==> config.mk <==
export PLATFORM = sky130hd
export DESIGN_NAME = wb_master_bridge
export DESIGN_NICKNAME = d
export VERILOG_FILES = /design/src/rtl/wb_bridge_pkg.sv /design/src/rtl/wb_lane_steer.sv /design/src/rtl/wb_master_bridge.sv
export SDC_FILE = /design/constraint.sdc
export NUM_CORES = 1
export LEC_CHECK = 0
export BUFFER_PORTS_ARGS = -buffer_cell sky130_fd_sc_hd__buf_4
export CELL_PAD_IN_SITES_DETAIL_PLACEMENT = 0
export CELL_PAD_IN_SITES_GLOBAL_PLACEMENT = 1
export CORE_MARGIN = 2
export CORE_UTILIZATION = 36
export DETAILED_ROUTE_END_ITERATION = 8
export GPL_ROUTABILITY_DRIVEN = 0
export PLACE_DENSITY_LB_ADDON = 0.1
export REMOVE_ABC_BUFFERS = 1
export SYNTH_ARGS = -nofsm -noshare
export SYNTH_HDL_FRONTEND = slang
export SYNTH_HIERARCHICAL = 1
export SYNTH_SLANG_ARGS = --single-unit
==> constraint.sdc <==
create_clock -name clk_i -period 2.4 [get_ports clk_i]
set_input_delay 0.12 -clock clk_i [delete_from_list [all_inputs] [get_ports clk_i]]
set_output_delay 0.12 -clock clk_i [all_outputs]
set_load 0.05 [all_outputs]
==> src/rtl/wb_bridge_pkg.sv <==
// Shared encodings and helpers for the Wishbone single-transfer initiator.
package wb_bridge_pkg;

    localparam logic [1:0] SIZE_BYTE = 2'd0;
    localparam logic [1:0] SIZE_HALF = 2'd1;
    localparam logic [1:0] SIZE_WORD = 2'd2;

    typedef enum logic [1:0] {
        IDLE = 2'd0,
        BUS  = 2'd1,
        RESP = 2'd2
    } state_e;

    // Size 3 is reserved and is always rejected as misaligned.
    function automatic logic misaligned(input logic [1:0] size, input logic [1:0] addr_lo);
        logic bad;
        case (size)
            SIZE_BYTE: bad = 1'b0;
            SIZE_HALF: bad = addr_lo[0];
            SIZE_WORD: bad = |addr_lo;
            default:   bad = 1'b1;
        endcase
        return bad;
    endfunction

endpackage

==> src/rtl/wb_lane_steer.sv <==
// Little-endian byte-lane steering: byte selects, write replication, read extraction.
module wb_lane_steer
    import wb_bridge_pkg::*;
(
    input  logic [1:0]  size_i,
    input  logic [1:0]  addr_lo_i,
    input  logic [31:0] wdata_i,
    input  logic [31:0] rdata_raw_i,
    input  logic        signed_i,
    output logic [3:0]  sel_c,
    output logic [31:0] wdat_c,
    output logic [31:0] rdata_c
);

    logic [31:0] shifted;

    always_comb begin
        shifted = rdata_raw_i >> {addr_lo_i, 3'b000};
        sel_c   = 4'b0000;
        wdat_c  = wdata_i;
        rdata_c = rdata_raw_i;
        case (size_i)
            SIZE_BYTE: begin
                sel_c   = 4'b0001 << addr_lo_i;
                wdat_c  = {4{wdata_i[7:0]}};
                rdata_c = {{24{signed_i & shifted[7]}}, shifted[7:0]};
            end
            SIZE_HALF: begin
                sel_c   = 4'b0011 << addr_lo_i;
                wdat_c  = {2{wdata_i[15:0]}};
                rdata_c = {{16{signed_i & shifted[15]}}, shifted[15:0]};
            end
            SIZE_WORD: begin
                sel_c = 4'b1111;
            end
            default: begin
                sel_c = 4'b0000;
            end
        endcase
    end

endmodule

==> src/rtl/wb_master_bridge.sv <==
// Wishbone classic single-transfer initiator bridging CPU load/store requests.
module wb_master_bridge
    import wb_bridge_pkg::*;
#(
    parameter int unsigned TIMEOUT = 256,
    parameter int unsigned CNT_W   = 16
) (
    input  logic        clk_i,
    input  logic        rst_i,
    input  logic        req_i,
    input  logic        we_i,
    input  logic [1:0]  size_i,
    input  logic        signed_i,
    input  logic [31:0] addr_i,
    input  logic [31:0] wdata_i,
    output logic        ready_o,
    output logic        done_o,
    output logic        err_o,
    output logic [31:0] rdata_o,
    output logic        cyc_o,
    output logic        stb_o,
    output logic        we_o,
    output logic [3:0]  sel_o,
    output logic [31:0] adr_o,
    output logic [31:0] dat_o,
    input  logic [31:0] dat_i,
    input  logic        ack_i,
    input  logic        err_i
);

    state_e             state_q, state_d;
    logic [CNT_W-1:0]   cnt_q, cnt_d;
    logic               ready_q, ready_d;
    logic               done_q, done_d;
    logic               err_q, err_d;
    logic [31:0]        rdata_q, rdata_d;
    logic               cyc_q, cyc_d;
    logic               stb_q, stb_d;
    logic               we_q, we_d;
    logic [3:0]         sel_q, sel_d;
    logic [31:0]        adr_q, adr_d;
    logic [31:0]        dat_q, dat_d;
    logic [1:0]         size_q, size_d;
    logic               signed_q, signed_d;
    logic [1:0]         alo_q, alo_d;

    logic [1:0]         steer_size;
    logic [1:0]         steer_alo;
    logic               steer_signed;
    logic [3:0]         steer_sel;
    logic [31:0]        steer_wdat;
    logic [31:0]        steer_rdata;

    // One steering instance: request fields while idle, latched fields during the cycle.
    assign steer_size   = (state_q == IDLE) ? size_i        : size_q;
    assign steer_alo    = (state_q == IDLE) ? addr_i[1:0]   : alo_q;
    assign steer_signed = (state_q == IDLE) ? signed_i      : signed_q;

    wb_lane_steer u_steer (
        .size_i      (steer_size),
        .addr_lo_i   (steer_alo),
        .wdata_i     (wdata_i),
        .rdata_raw_i (dat_i),
        .signed_i    (steer_signed),
        .sel_c       (steer_sel),
        .wdat_c      (steer_wdat),
        .rdata_c     (steer_rdata)
    );

    always_comb begin
        state_d  = state_q;
        cnt_d    = cnt_q;
        done_d   = 1'b0;
        err_d    = 1'b0;
        rdata_d  = rdata_q;
        cyc_d    = cyc_q;
        stb_d    = stb_q;
        we_d     = we_q;
        sel_d    = sel_q;
        adr_d    = adr_q;
        dat_d    = dat_q;
        size_d   = size_q;
        signed_d = signed_q;
        alo_d    = alo_q;

        case (state_q)
            IDLE: begin
                if (req_i && ready_q) begin
                    if (misaligned(size_i, addr_i[1:0])) begin
                        state_d = RESP;
                        done_d  = 1'b1;
                        err_d   = 1'b1;
                    end else begin
                        state_d  = BUS;
                        cyc_d    = 1'b1;
                        stb_d    = 1'b1;
                        we_d     = we_i;
                        sel_d    = steer_sel;
                        adr_d    = {addr_i[31:2], 2'b00};
                        dat_d    = steer_wdat;
                        size_d   = size_i;
                        signed_d = signed_i;
                        alo_d    = addr_i[1:0];
                        cnt_d    = '0;
                    end
                end
            end
            BUS: begin
                if (err_i) begin
                    state_d = RESP;
                    cyc_d   = 1'b0;
                    stb_d   = 1'b0;
                    done_d  = 1'b1;
                    err_d   = 1'b1;
                end else if (ack_i) begin
                    state_d = RESP;
                    cyc_d   = 1'b0;
                    stb_d   = 1'b0;
                    done_d  = 1'b1;
                    if (!we_q) begin
                        rdata_d = steer_rdata;
                    end
                end else if ((TIMEOUT != 0) && (cnt_q == CNT_W'(TIMEOUT - 1))) begin
                    state_d = RESP;
                    cyc_d   = 1'b0;
                    stb_d   = 1'b0;
                    done_d  = 1'b1;
                    err_d   = 1'b1;
                end else begin
                    cnt_d = cnt_q + CNT_W'(1);
                end
            end
            RESP: begin
                state_d = IDLE;
            end
            default: begin
                state_d = IDLE;
            end
        endcase

        ready_d = (state_d == IDLE);
    end

    always_ff @(posedge clk_i) begin
        if (rst_i) begin
            state_q  <= IDLE;
            cnt_q    <= '0;
            ready_q  <= 1'b1;
            done_q   <= 1'b0;
            err_q    <= 1'b0;
            rdata_q  <= '0;
            cyc_q    <= 1'b0;
            stb_q    <= 1'b0;
            we_q     <= 1'b0;
            sel_q    <= '0;
            adr_q    <= '0;
            dat_q    <= '0;
            size_q   <= SIZE_BYTE;
            signed_q <= 1'b0;
            alo_q    <= '0;
        end else begin
            state_q  <= state_d;
            cnt_q    <= cnt_d;
            ready_q  <= ready_d;
            done_q   <= done_d;
            err_q    <= err_d;
            rdata_q  <= rdata_d;
            cyc_q    <= cyc_d;
            stb_q    <= stb_d;
            we_q     <= we_d;
            sel_q    <= sel_d;
            adr_q    <= adr_d;
            dat_q    <= dat_d;
            size_q   <= size_d;
            signed_q <= signed_d;
            alo_q    <= alo_d;
        end
    end

    assign ready_o = ready_q;
    assign done_o  = done_q;
    assign err_o   = err_q;
    assign rdata_o = rdata_q;
    assign cyc_o   = cyc_q;
    assign stb_o   = stb_q;
    assign we_o    = we_q;
    assign sel_o   = sel_q;
    assign adr_o   = adr_q;
    assign dat_o   = dat_q;

endmodule

## Yosys cells after proc, flatten, opt, wreduce, memory -nomap -nowiden

Index checks and enable logic that the tools add are counted.
W data, S select, Z words.

- Register bits: 126
- Input bits: 105
- Output and inout port bits: 106
- Word-level logic and storage cells: 82

- Add/subtract/negate cells: 1
- Equality and inequality tests: 12
- Shifts and indexed selects: 3
- Muxes and demuxes: 36
- Bitwise gates (word level): 5
- Reductions and logical operators: 11

Operators with widths:

| cell | count |
|---|---|
| $pmux W32 S2 | 2 |
| $mux W16 | 5 |
| $pmux W16 S2 | 1 |
| $shr A32 B5 Y16 | 1 |
| $add A16 B1 Y16 const B | 1 |
| $eq A16 B8 Y1 const B | 1 |
| $mux W1 | 15 |
| $mux W2 | 7 |
| $pmux W4 S3 | 1 |
| $logic_not A2 Y1 | 4 |
| $ne A2 B2 Y1 const B | 4 |
| $reduce_and A4 Y1 | 2 |
| $eq A2 B1 Y1 const B | 3 |
| $pmux W1 S2 | 3 |
| $reduce_and A6 Y1 | 1 |
| $eq A2 B2 Y1 const B | 2 |
| $ne A4 B4 Y1 const B | 1 |
| $pmux W2 S2 | 1 |
| $shl A1 B2 Y4 const A | 1 |
| $shl A2 B2 Y4 const A | 1 |
| $not A1 Y1 | 3 |
| $pmux W1 S3 | 1 |
| $reduce_and A3 Y1 | 1 |
| $and A1 B1 Y1 | 2 |
| other kinds (4) | 4 |

## Longest topological paths before layout

Gate-level depths: netlist of the first run.

- Word-level depth: 8
- Depth in mapped cells: 11
- Mapped depth without buffers: 8

## Modules after synthesis

The synthesis of the first run kept the hierarchy.

Modules (own cells, without submodules):

| module | instances | cells an instance | area an instance (um^2) |
|---|---|---|---|
| wb_master_bridge | 1 | 585 | 4705.8 |
| wb_lane_steer | 1 | 175 | 1286.2 |

## Worst setup path after synthesis of the first run

Ideal clock, no wire load.

- Path type: reg-to-reg
- Start point: register state_q[0]
- End point: register rdata_q[21] (netlist: rdata_o[21])
- Setup time: 132 ps
- Arrival time: 2073 ps
- Required time: 2268 ps
- Slack: 194 ps
- Stages on the path, launching flop included: 12
- Path buffers: 3
- Cell sequence: dfxtp_1 -> nor2_2 -> mux2_2 -> buf_4 -> nor2b_4 -> buf_6 -> a2bb2oi_2 -> o22ai_4 -> buf_6 -> a21o_1 -> nand2_1 -> a21oi_1

- Longest elaborated chain between the ends: 5
- Elaborated cells on any way between the ends: 12
- Classes of those cells: eq/ne (2); shift (1); mux (4); bitwise (2); reduce/logical (3)

Ends and longest elaborated chain:

| what | RTL line | source |
|---|---|---|
| from (decl) | wb_master_bridge.sv:31 | `state_e state_q, state_d;` |
| from (signal assigned) | wb_master_bridge.sv:162 | `state_q <= state_d;` |
| $logic_not A2 Y1 * | wb_master_bridge.sv:56 | `assign steer_alo = (state_q == IDLE) ? addr_i[1:0] : alo_q;` |
| $mux W2 * | wb_master_bridge.sv:56 |  |
| named net steer_alo[1] | wb_master_bridge.sv:48 | `logic [1:0] steer_alo;` |
| $shr A32 B5 Y16 * | wb_lane_steer.sv:18 | `shifted = rdata_raw_i >> {addr_lo_i, 3'b000};` |
| $and A1 B1 Y1 (on tied branches) | wb_lane_steer.sv:31, wb_lane_steer.sv:26 |  |
| $pmux W32 S2 * | wb_lane_steer.sv:22 | `case (size_i)` |
| named net steer_rdata[21] | wb_master_bridge.sv:52 | `logic [31:0] steer_rdata;` |
| to (signal assigned) | wb_master_bridge.sv:167 | `rdata_q <= rdata_d;` |
| to (decl) | wb_master_bridge.sv:36 | `logic [31:0] rdata_q, rdata_d;` |

Mark *: on every way through the listed nets, which the timed path passes. The rest lies on a longest branch.
A chain may end at the register's enable or synchronous reset.

## Final worst setup path of the first run

- Start point: register state_q[1]
- End point: register rdata_q[16] (netlist: rdata_o[16])

The elaborated chain is that of the path after synthesis.

==> results of run 1 <==
-- timing repair --
action                                 in CTS  in global routing
resized for setup                           0                  3
hold buffers                               45                  0
setup endpoints to repair                   0                 24
endpoints found under the hold margin      46                  0
-- power by group through the flow --
| stage | Clock (mW) | Sequential (mW) | Combinational, mW |
|---|---|---|---|
| global placement | 0 | 2.27 | 1.30 |
| finish | 2.46 | 2.23 | 1.37 |
| CTS | 2.53 | 2.23 | 1.37 |
| floorplan | 0 | 2.54 | 0.516 |
| global route | 2.61 | 2.24 | 1.48 |
| detailed placement | 0 | 2.27 | 1.31 |
-- area by class of cell --
cell class,instances,area [µm²],area share
inverters,4,15.0,0.00172
clock inverters,11,120,0.0138
multi-input cells,562,3130,0.359
flip-flops and latches,126,2520,0.290
clock buffers,20,437,0.0501
well taps,220,275,0.0316
repair buffers,275,2210,0.254
-- through the flow --
stage / hold slack, ns / setup WS [ns] / TNS (ns) / cells
global route: 0.0584 / 0.00332 / 0 / 1218
floorplan: 0.189 / -1.77 / -94.76 / 692
CTS: 0.0324 / 0.0242 / 0 / 1218
global placement: 0.367 / 0.162 / 0 / 1142
detailed placement: 0.375 / 0.0529 / 0 / 1142
finish: 0.0505 / 0.185 / 0 / 1218
-- worst max-delay path, stage by stage, from the launching register on --
cell and delay, ns:
dfxtp_1 0.37, nor2_4 0.20, mux2_2 0.47, mux2i_1 0.19, mux2_4 0.30, o22ai_4 0.13, buf_12 0.17, a21o_1 0.10
nand2_1 0.04, a21oi_1 0.14
-- cells in the final DEF, fill, tap and decap left out, types with 3 or more instances in the layout --
cell           count
mux2i_1           20
and4_1             5
buf_4            227
nand3_1            7
o2bb2ai_1          7
inv_1              4
buf_12             3
dfxtp_1          126
clkinv_2           4
a2bb2oi_1          7
clkinvlp_4         3
dlygate4sd3_1     45
and3_1             3
nor2_1            13
xor2_1             3
clkbuf_16         17
or3_1              9
a22oi_1            6
nand2_1          239
o31ai_1            5
clkbuf_1           3
o21ai_0           27
a21o_1            16
mux2_2            26
nand4_1            4
a21oi_1          121
-- metal layers --
layer  global-route usage  part of all wire  up-vias
li1                     -                 -     3041
met1                0.265              0.43     2838
met5                    0                 0        -
met2                0.336              0.47      213
met3               0.0793             0.085       19
met4               0.0687             0.012        0
-- worst max path at each step --
stage | startpoint | endpoint
2_1_floorplan | size_i[0] | cnt_q[11]
3_3_place_gp | state_q[1] | rdata_o[8]
3_5_place_dp | state_q[1] | rdata_o[10]
4_1_cts | state_q[1] | rdata_o[8]
6_report | state_q[1] | rdata_o[16]
5_1_grt | state_q[1] | rdata_o[4]
-- registers in the layout, summed over array words and instances, names as in the netlist, 2 cells and up --
signal and count:
adr_o 30, dat_o 32, sel_o 4, alo_q 2
rdata_o 32, state_q 2, cnt_q 16, size_q 2
-- kinds of logic (layout without fill, tap and decap cells) --
kind of cell    Yosys count  count (layout)  share of synthesized area
compound gates          205             205                      0.203
simple gates            303             303                      0.219
mux                      48              48                     0.0867
other cells               1               2                   0.000626
xor+xnor                  3               3                    0.00439
fa+ha+maj                 1               1                    0.00209
flops                   126             126                      0.421
buf+inv                  73             310                     0.0629
==> results_dict.tcl, run 1 <==
set metrics [dict create \
    core_area_um2 16400 \
    synth_area_per_cell_um2 7.88 \
    p_total_mw 6.06 \
    netlist_area_um2 5990 \
    areaGrowthSynthToFinish_pct 45.4 \
    ys_seq_area_frac 0.421 \
    pin_count 211 \
    finalSetupViolations 0 \
    antenna_found_initial 0 \
    pwr-share-seq 0.368 \
    relSlewSlack 0.561 \
    syn_inst 760 \
    synth_top_area_frac 0.421 \
    wirelength_um 18700 \
    switching_share 0.297 \
    max_freq_mhz 451 \
    synth_edf_count 0 \
    clock_sinks 126 \
    path_class "flop to flop" \
    cp-end-kind "flop" \
    antenna_cells 0 \
    ys_async_sr_fraction 0 \
    hold_viol 0 \
    dieArea_um2 17700 \
    ant_nets 0 \
    r2r_cells 9 \
    holdPathStages 3 \
    p_switching_mw 1.80 \
    p_comb_frac 0.227 \
    synth_seq_cells 126 \
    fin_util 0.531 \
    p_int_mw 4.26 \
    first_pass_iters 5 \
    worstHoldStart "err_i" \
    clkPwrFrac 0.405 \
    fin_crit_sh 0.923 \
    worst-path-max-fanout 16 \
    synth_commonest_cells "nand2_1 (239), dfxtp_1 (126), a21oi_1 (121)" \
    initial_core_util 0.365 \
    ys.flop_type "dfxtp_1" \
    worst-r2r-setup-slack_ns 0.18 \
    drtIter0Drc 365 \
    post-route-cell-area_um2 8710 \
    tightest_slew_ns 0.658 \
    wl_per_cell_um 15.3 \
    rsz0062_at_grt "no" \
    cts_setup_buffers 0 \
    ys_types 52 \
    status "finished clean" \
    cts_tree "built" \
    start_kind "flop" \
    hold_end "stb_o" \
    drive_gt1_frac 0.302 \
    first_global_vias 5934 \
    drc 0 \
    synth.most_common_cell "nand2_1" \
    worst_ep_required_time_ns 2.74 \
    synth_area_leaders "dfxtp_1 (42%), nand2_1 (15%), a21oi_1 (10%)" \
    cts.reportedPaths.clkPinSlew_ns 0.05 \
    r2r-end "rdata_o[16]" \
    yosys.area.top_type "dfxtp_1" \
    grt_start_max_net_pins 104 \
    cts_buffers 17 \
    grt_usage 0.212 \
    port_buffers 208 \
    viasPerCell 5.02 \
    cts_max_path_buffers 2 \
    fillers 1541 \
    num_rows 47 \
    fin_skew_ns 0.00537 \
    clk_latency_ns 0.42 \
    vias 6111 \
    report.final.slew_viol_count 0 \
    dieWidth_um 133 \
    p_leak_nw 3.65 \
    place_area_um2 7690 \
    htreeDepth 4 \
    fin_nets 1092 \
    cp_data_arrival_time_ns 2.55 \
    dp_hpwl_um 12700 \
    grt_pass1_wl_um 30400 \
    p_per_area_nw_per_um2 696 \
    ir_worst_vdd_mv 0.496 \
    yosysWarnings 6 \
    die_height_um 133 \
    cap_violations 0 \
    timing.rr.start "state_q[1]" \
    final.min_clock_period_ns 2.22 \
    grt-ovfl-total 0 \
    holdCritPathClass "input pin to flop" \
    clockRootBuffer "clkbuf_16" \
]
(Power assumes the default switching activity.)
==> run 2: changes to the inputs <==
Settings changed: CORE_ASPECT_RATIO from default to 0.75, CTS_CLUSTER_SIZE from default to 24.
==> results_dict.tcl, run 2 (synthesis results as in run 1) <==
set metrics [dict create \
    grt-ovfl-total 0 \
    vias 6048 \
    ant_nets 0 \
    core_area_um2 16200 \
    p_comb_frac 0.215 \
    areaGrowthSynthToFinish_pct 46.4 \
    route.met2.wl_um 8580 \
    num_rows 40 \
    worst_hold_slack_ns 0.0445 \
    finalSetupViolations 0 \
    relSlewSlack 0.453 \
    path_class "flop to flop" \
    antenna_found_initial 0 \
    fin_nets 1090 \
    htreeDepth 4 \
    antenna_cells 0 \
    grt_start_max_net_pins 76 \
    cts_max_path_buffers 2 \
    cts_buffers 17 \
    grt_usage 0.214 \
    ir_worst_vdd_mv 0.502 \
    cts_setup_buffers 0 \
    fin_crit_sh 0.933 \
    worst-path-max-fanout 16 \
    drtIter0Drc 316 \
    cp-end-kind "flop" \
    clk_latency_ns 0.43 \
    p_int_mw 4.57 \
    drive_gt1_frac 0.305 \
    first_global_vias 5799 \
    clkPwrFrac 0.438 \
    mostFrequentLayoutCell "nand2_1" \
    dieWidth_um 153 \
    pwr-share-seq 0.346 \
    drc 0 \
    report.final.slew_viol_count 0 \
    rsz0062_at_grt "no" \
    die_height_um 116 \
    viasPerCell 5.01 \
    dieArea_um2 17700 \
    holdCritPathClass "input pin to flop" \
    wl_met3_um 1490 \
    switching_share 0.289 \
    final_cell_count_no_fill 1207 \
    p_switching_mw 1.86 \
    p_per_area_nw_per_um2 733 \
    worst_ep_required_time_ns 2.69 \
    status "finished clean" \
    wl_per_cell_um 15.8 \
    final.min_clock_period_ns 2.24 \
    dp_hpwl_um 13000 \
    clockRootBuffer "clkbuf_16" \
    fillers 1500 \
    clock_sinks 126 \
    layout_common_cells "nand2_1 (239), buf_4 (226), dfxtp_1 (126)" \
    port_buffers 208 \
    cts.reportedPaths.clkPinSlew_ns 0.06 \
    post-route-cell-area_um2 8770 \
    fin_skew_ns 0.00982 \
    grt_pass1_wl_um 29900 \
    post-place-cells 1131 \
    cap_violations 0 \
    initial_core_util 0.371 \
    place_area_um2 7670 \
    wirelength_um 19100 \
    cts_tree "built" \
    tightest_slew_ns 0.820 \
    hold_viol 0 \
    pin_count 211 \
    dr.max_layer_used "met4" \
    cp_data_arrival_time_ns 2.53 \
    first_pass_iters 5 \
    start_kind "flop" \
    max_freq_mhz 447 \
    drt-met1-wl_um 8740 \
    p_leak_nw 3.69 \
]
## run 2: worst paths after layout
| check | cells after the start | slack (ns) | endpoint | start |
|---|---|---|---|---|
| setup reg to reg | 9 | 0.16 | rdata_o[28] | state_q[1] |
| hold / removal | 3 | 0.04 | err_o | err_i |
| setup / recovery | 9 | 0.16 | rdata_o[28] | state_q[1] |
| hold reg to reg | 2 | 0.45 | dat_o[28] | dat_o[28] |
## run 2: per-stage QoR
stage          worst slack (ns)  power, mW  TNS (ns)  utilization
3_3_place_gp              0.151       3.58         0        0.475
2_1_floorplan             -1.77       3.06    -94.76            -
4_1_cts                  0.0352       6.49         0        0.542
3_5_place_dp             0.0348       3.59         0        0.475
5_1_grt                  0.0331       6.72         0        0.543
6_report                  0.161       6.43         0        0.543
## run 2: timing repair
item / 4_1_cts / 5_1_grt
endpoints found under the hold margin: 44 / 0
resized for setup: 0 / 3
hold buffers: 44 / 0
endpoints found under the setup margin: 0 / 31
## run 2: cell type report
type	instances	area, µm²	area share
Multi-Input combinational cell	562	3130	0.356
Timing Repair Buffer	273	2200	0.250
Clock inverter	12	181	0.0207
Tap cell	210	263	0.0300
Sequential cell	126	2520	0.288
Inverter	4	15.0	0.00171
Clock buffer	20	467	0.0532
## run 2: power by group through the flow
stage	clock network [mW]	registers [mW]	logic [mW]
2_1_floorplan	0	2.54	0.516
3_3_place_gp	0	2.27	1.31
3_5_place_dp	0	2.27	1.32
4_1_cts	2.88	2.23	1.38
5_1_grt	2.99	2.24	1.49
6_report	2.82	2.23	1.38
## run 2: critical path, stage by stage, from the launching register on
cell,delay (ns)
dfxtp_1,0.38
nor2_4,0.19
mux2_2,0.49
mux2i_1,0.25
a2bb2oi_2,0.24
o22ai_4,0.11
buf_12,0.16
a21o_1,0.15
nand2_1,0.06
a21oi_1,0.06
## run 2: layer usage
| layer | global-route usage | vias to the layer above |
|---|---|---|
| li1 | - | 3045 |
| met1 | 0.273 | 2819 |
| met2 | 0.336 | 164 |
| met3 | 0.0819 | 20 |
| met4 | 0.0691 | 0 |
| met5 | 0 | - |
==> run 3: changes to the inputs <==
Settings changed: ABC_AREA from default to 1, CORE_UTILIZATION 36 to 35.
==> results_dict.tcl, run 3 <==
set metrics [dict create \
    status "finished clean" \
    ys_seq_area_frac 0.406 \
    slowest_stage "o21ai_0" \
    path_class "flop to flop" \
    htreeDepth 4 \
    hold_end "cnt_q[9]" \
    relSlewSlack 0.283 \
    p_leak_nw 4.24 \
    cp-end-kind "flop" \
    rsz0062_at_grt "no" \
    synth_edf_count 0 \
    areaGrowthSynthToFinish_pct 45.5 \
    report.final.slew_viol_count 0 \
    post-place-cells 1328 \
    top_usage_layer "met2" \
    drc 0 \
    drtIter0Drc 396 \
    seqCellArea_um2 2520 \
    mostFrequentLayoutCell "nor2_1" \
    cpPeakStageDelay_ns 0.40 \
    r2r-end "rdata_o[6]" \
    layout_common_cells "nor2_1 (251), buf_4 (226), nand2_1 (176)" \
    cp_data_arrival_time_ns 2.41 \
    cap_violations 0 \
    ys_async_sr_fraction 0 \
    multi_input_area_um2 3210 \
    worst-path-max-fanout 12 \
    clock_sinks 126 \
    worst_hold_slack_ns 0.0384 \
    yosysWarnings 6 \
    place_area_um2 7900 \
    netlist_area_um2 6210 \
    cts_buffers 17 \
    die_height_um 119 \
    core_area_um2 17500 \
    initial_core_util 0.355 \
    dieWidth_um 158 \
    antenna_cells 0 \
    met1_usage 0.282 \
    pin_count 211 \
    syn_inst 925 \
    met3_usage 0.0564 \
    holdPathStages 2 \
    synth_top_area_frac 0.406 \
    drive_gt1_frac 0.268 \
    clockRootBuffer "clkbuf_16" \
    max_freq_mhz 477 \
    holdCritPathClass "input pin to flop" \
    fin_crit_sh 0.873 \
    first_pass_iters 7 \
    fin_setup_tns_ns 0 \
    num_rows 42 \
    worstHoldStart "rst_i" \
    finalSetupViolations 0 \
    r2r_cells 10 \
    synth_area_per_cell_um2 6.72 \
    dieArea_um2 18800 \
    worstPathCellList "inv_1 > nand2_2 > nand2_1 > o21ai_2 > inv_2 > nand2_1 > o21ai_0 > a21oi_1 > nor2_1 > nor2_1" \
    grt-ovfl-total 0 \
    use_met2 0.332 \
    grt_usage 0.213 \
    synth_area_leaders "dfxtp_1 (41%), nor2_1 (15%), nand2_1 (11%)" \
    ir_worst_vdd_mv 0.396 \
    first_global_vias 6161 \
    grt_pass1_wl_um 31700 \
    synth.most_common_cell "nor2_1" \
    ys.flop_type "dfxtp_1" \
    cts_tree "built" \
    yosys.area.top_type "dfxtp_1" \
    cts.reportedPaths.clkPinSlew_ns 0.06 \
    wl_per_cell_um 14.0 \
    antenna_found_initial 0 \
    dp_hpwl_um 13200 \
    start_kind "flop" \
    p_total_mw 7.25 \
    cts_max_path_buffers 2 \
    vias 6464 \
    final.min_clock_period_ns 2.10 \
    grt_start_max_net_pins 74 \
    synth_commonest_cells "nor2_1 (251), nand2_1 (177), o21ai_0 (127)" \
    worst_ep_required_time_ns 2.71 \
    tightest_slew_ns 1.07 \
    final_cell_count_no_fill 1408 \
    port_buffers 208 \
    wirelength_um 19800 \
    fin_skew_ns 0.0101 \
    fin_nets 1259 \
    ant_nets 0 \
    p_per_area_nw_per_um2 802 \
    ys_types 32 \
    fillers 1797 \
    hold_viol 0 \
    synth_seq_cells 126 \
    worst-r2r-setup-slack_ns 0.30 \
    viasPerCell 4.59 \
    post-route-cell-area_um2 9040 \
    clk_latency_ns 0.42 \
    timing.rr.start "state_q[1]" \
]
==> run 3: power by group <==
part	leakage [nW]	switching, mW	internal, mW
sequential	1.03	0.0827	2.26
combinational	2.89	1.32	0.684
clock	0.316	0.979	1.93
total	4.24	2.38	4.87
==> run 3: layout make-up <==
cell class | count | share of cell area
clock inverter | 10 | 0.0203
sequential | 126 | 0.279
multi-input combinational | 695 | 0.356
timing repair buffer | 272 | 0.242
inverter | 41 | 0.0170
clock buffer | 22 | 0.0525
tap | 242 | 0.0335
==> run 3: worst max path at each step <==
stage / cells past startpoint / endpoint / slack (ns) / start
final: 10 / rdata_o[6] / 0.30 / state_q[1]
after global routing: 14 / rdata_o[15] / 0.16 / state_q[0]
after CTS: 9 / dat_o[16] / 0.03 / state_q[1]
after detailed placement: 9 / dat_o[16] / 0.05 / state_q[1]
after global placement: 8 / rdata_o[6] / 0.07 / state_q[1]
after floorplan: 8 / sel_o[2] / -2.26 / state_q[1]
==> run 3: metrics by stage <==
step                setup slack (ns)  utilization
CTS                           0.0314        0.513
global placement              0.0672        0.451
finish                         0.304        0.517
global route                   0.162        0.517
detailed placement            0.0503        0.451
floorplan                      -2.26            -
==> run 3: logic make-up (layout without fill, tap and decap cells) <==
group           Yosys count  count (layout)  synth area share
fa+ha+maj                 1               1           0.00201
compound gates          169             169             0.143
flops                   126             126             0.406
simple gates            519             519             0.360
xor+xnor                  3               3           0.00423
buf+inv                 105             345            0.0830
other cells               1               2          0.000604
mux                       1               1           0.00181
==> run 3: per-layer routing <==
layer / share of wire / routed length, µm
met1: 0.48 / 9470
met2: 0.44 / 8790
met3: 0.062 / 1220
met4: 0.015 / 297
met5: 0 / 0
==> run 3: worst max-delay path, delay by kind of cell, from the launching register on <==
family                 cells  cell delay [ns]
and+or+nand+nor            5             0.76
DFF                        1             0.30
buffers and inverters      2             0.31
AOI/OAI and AO/OA          3             0.64
==> run 3: what timing repair did <==
action                                  CTS  global route
setup buffers                             0             5
hold buffers                             43             0
endpoints found under the setup margin    0            40
endpoints found under the hold margin    43             0
gates resized for setup                   0             5
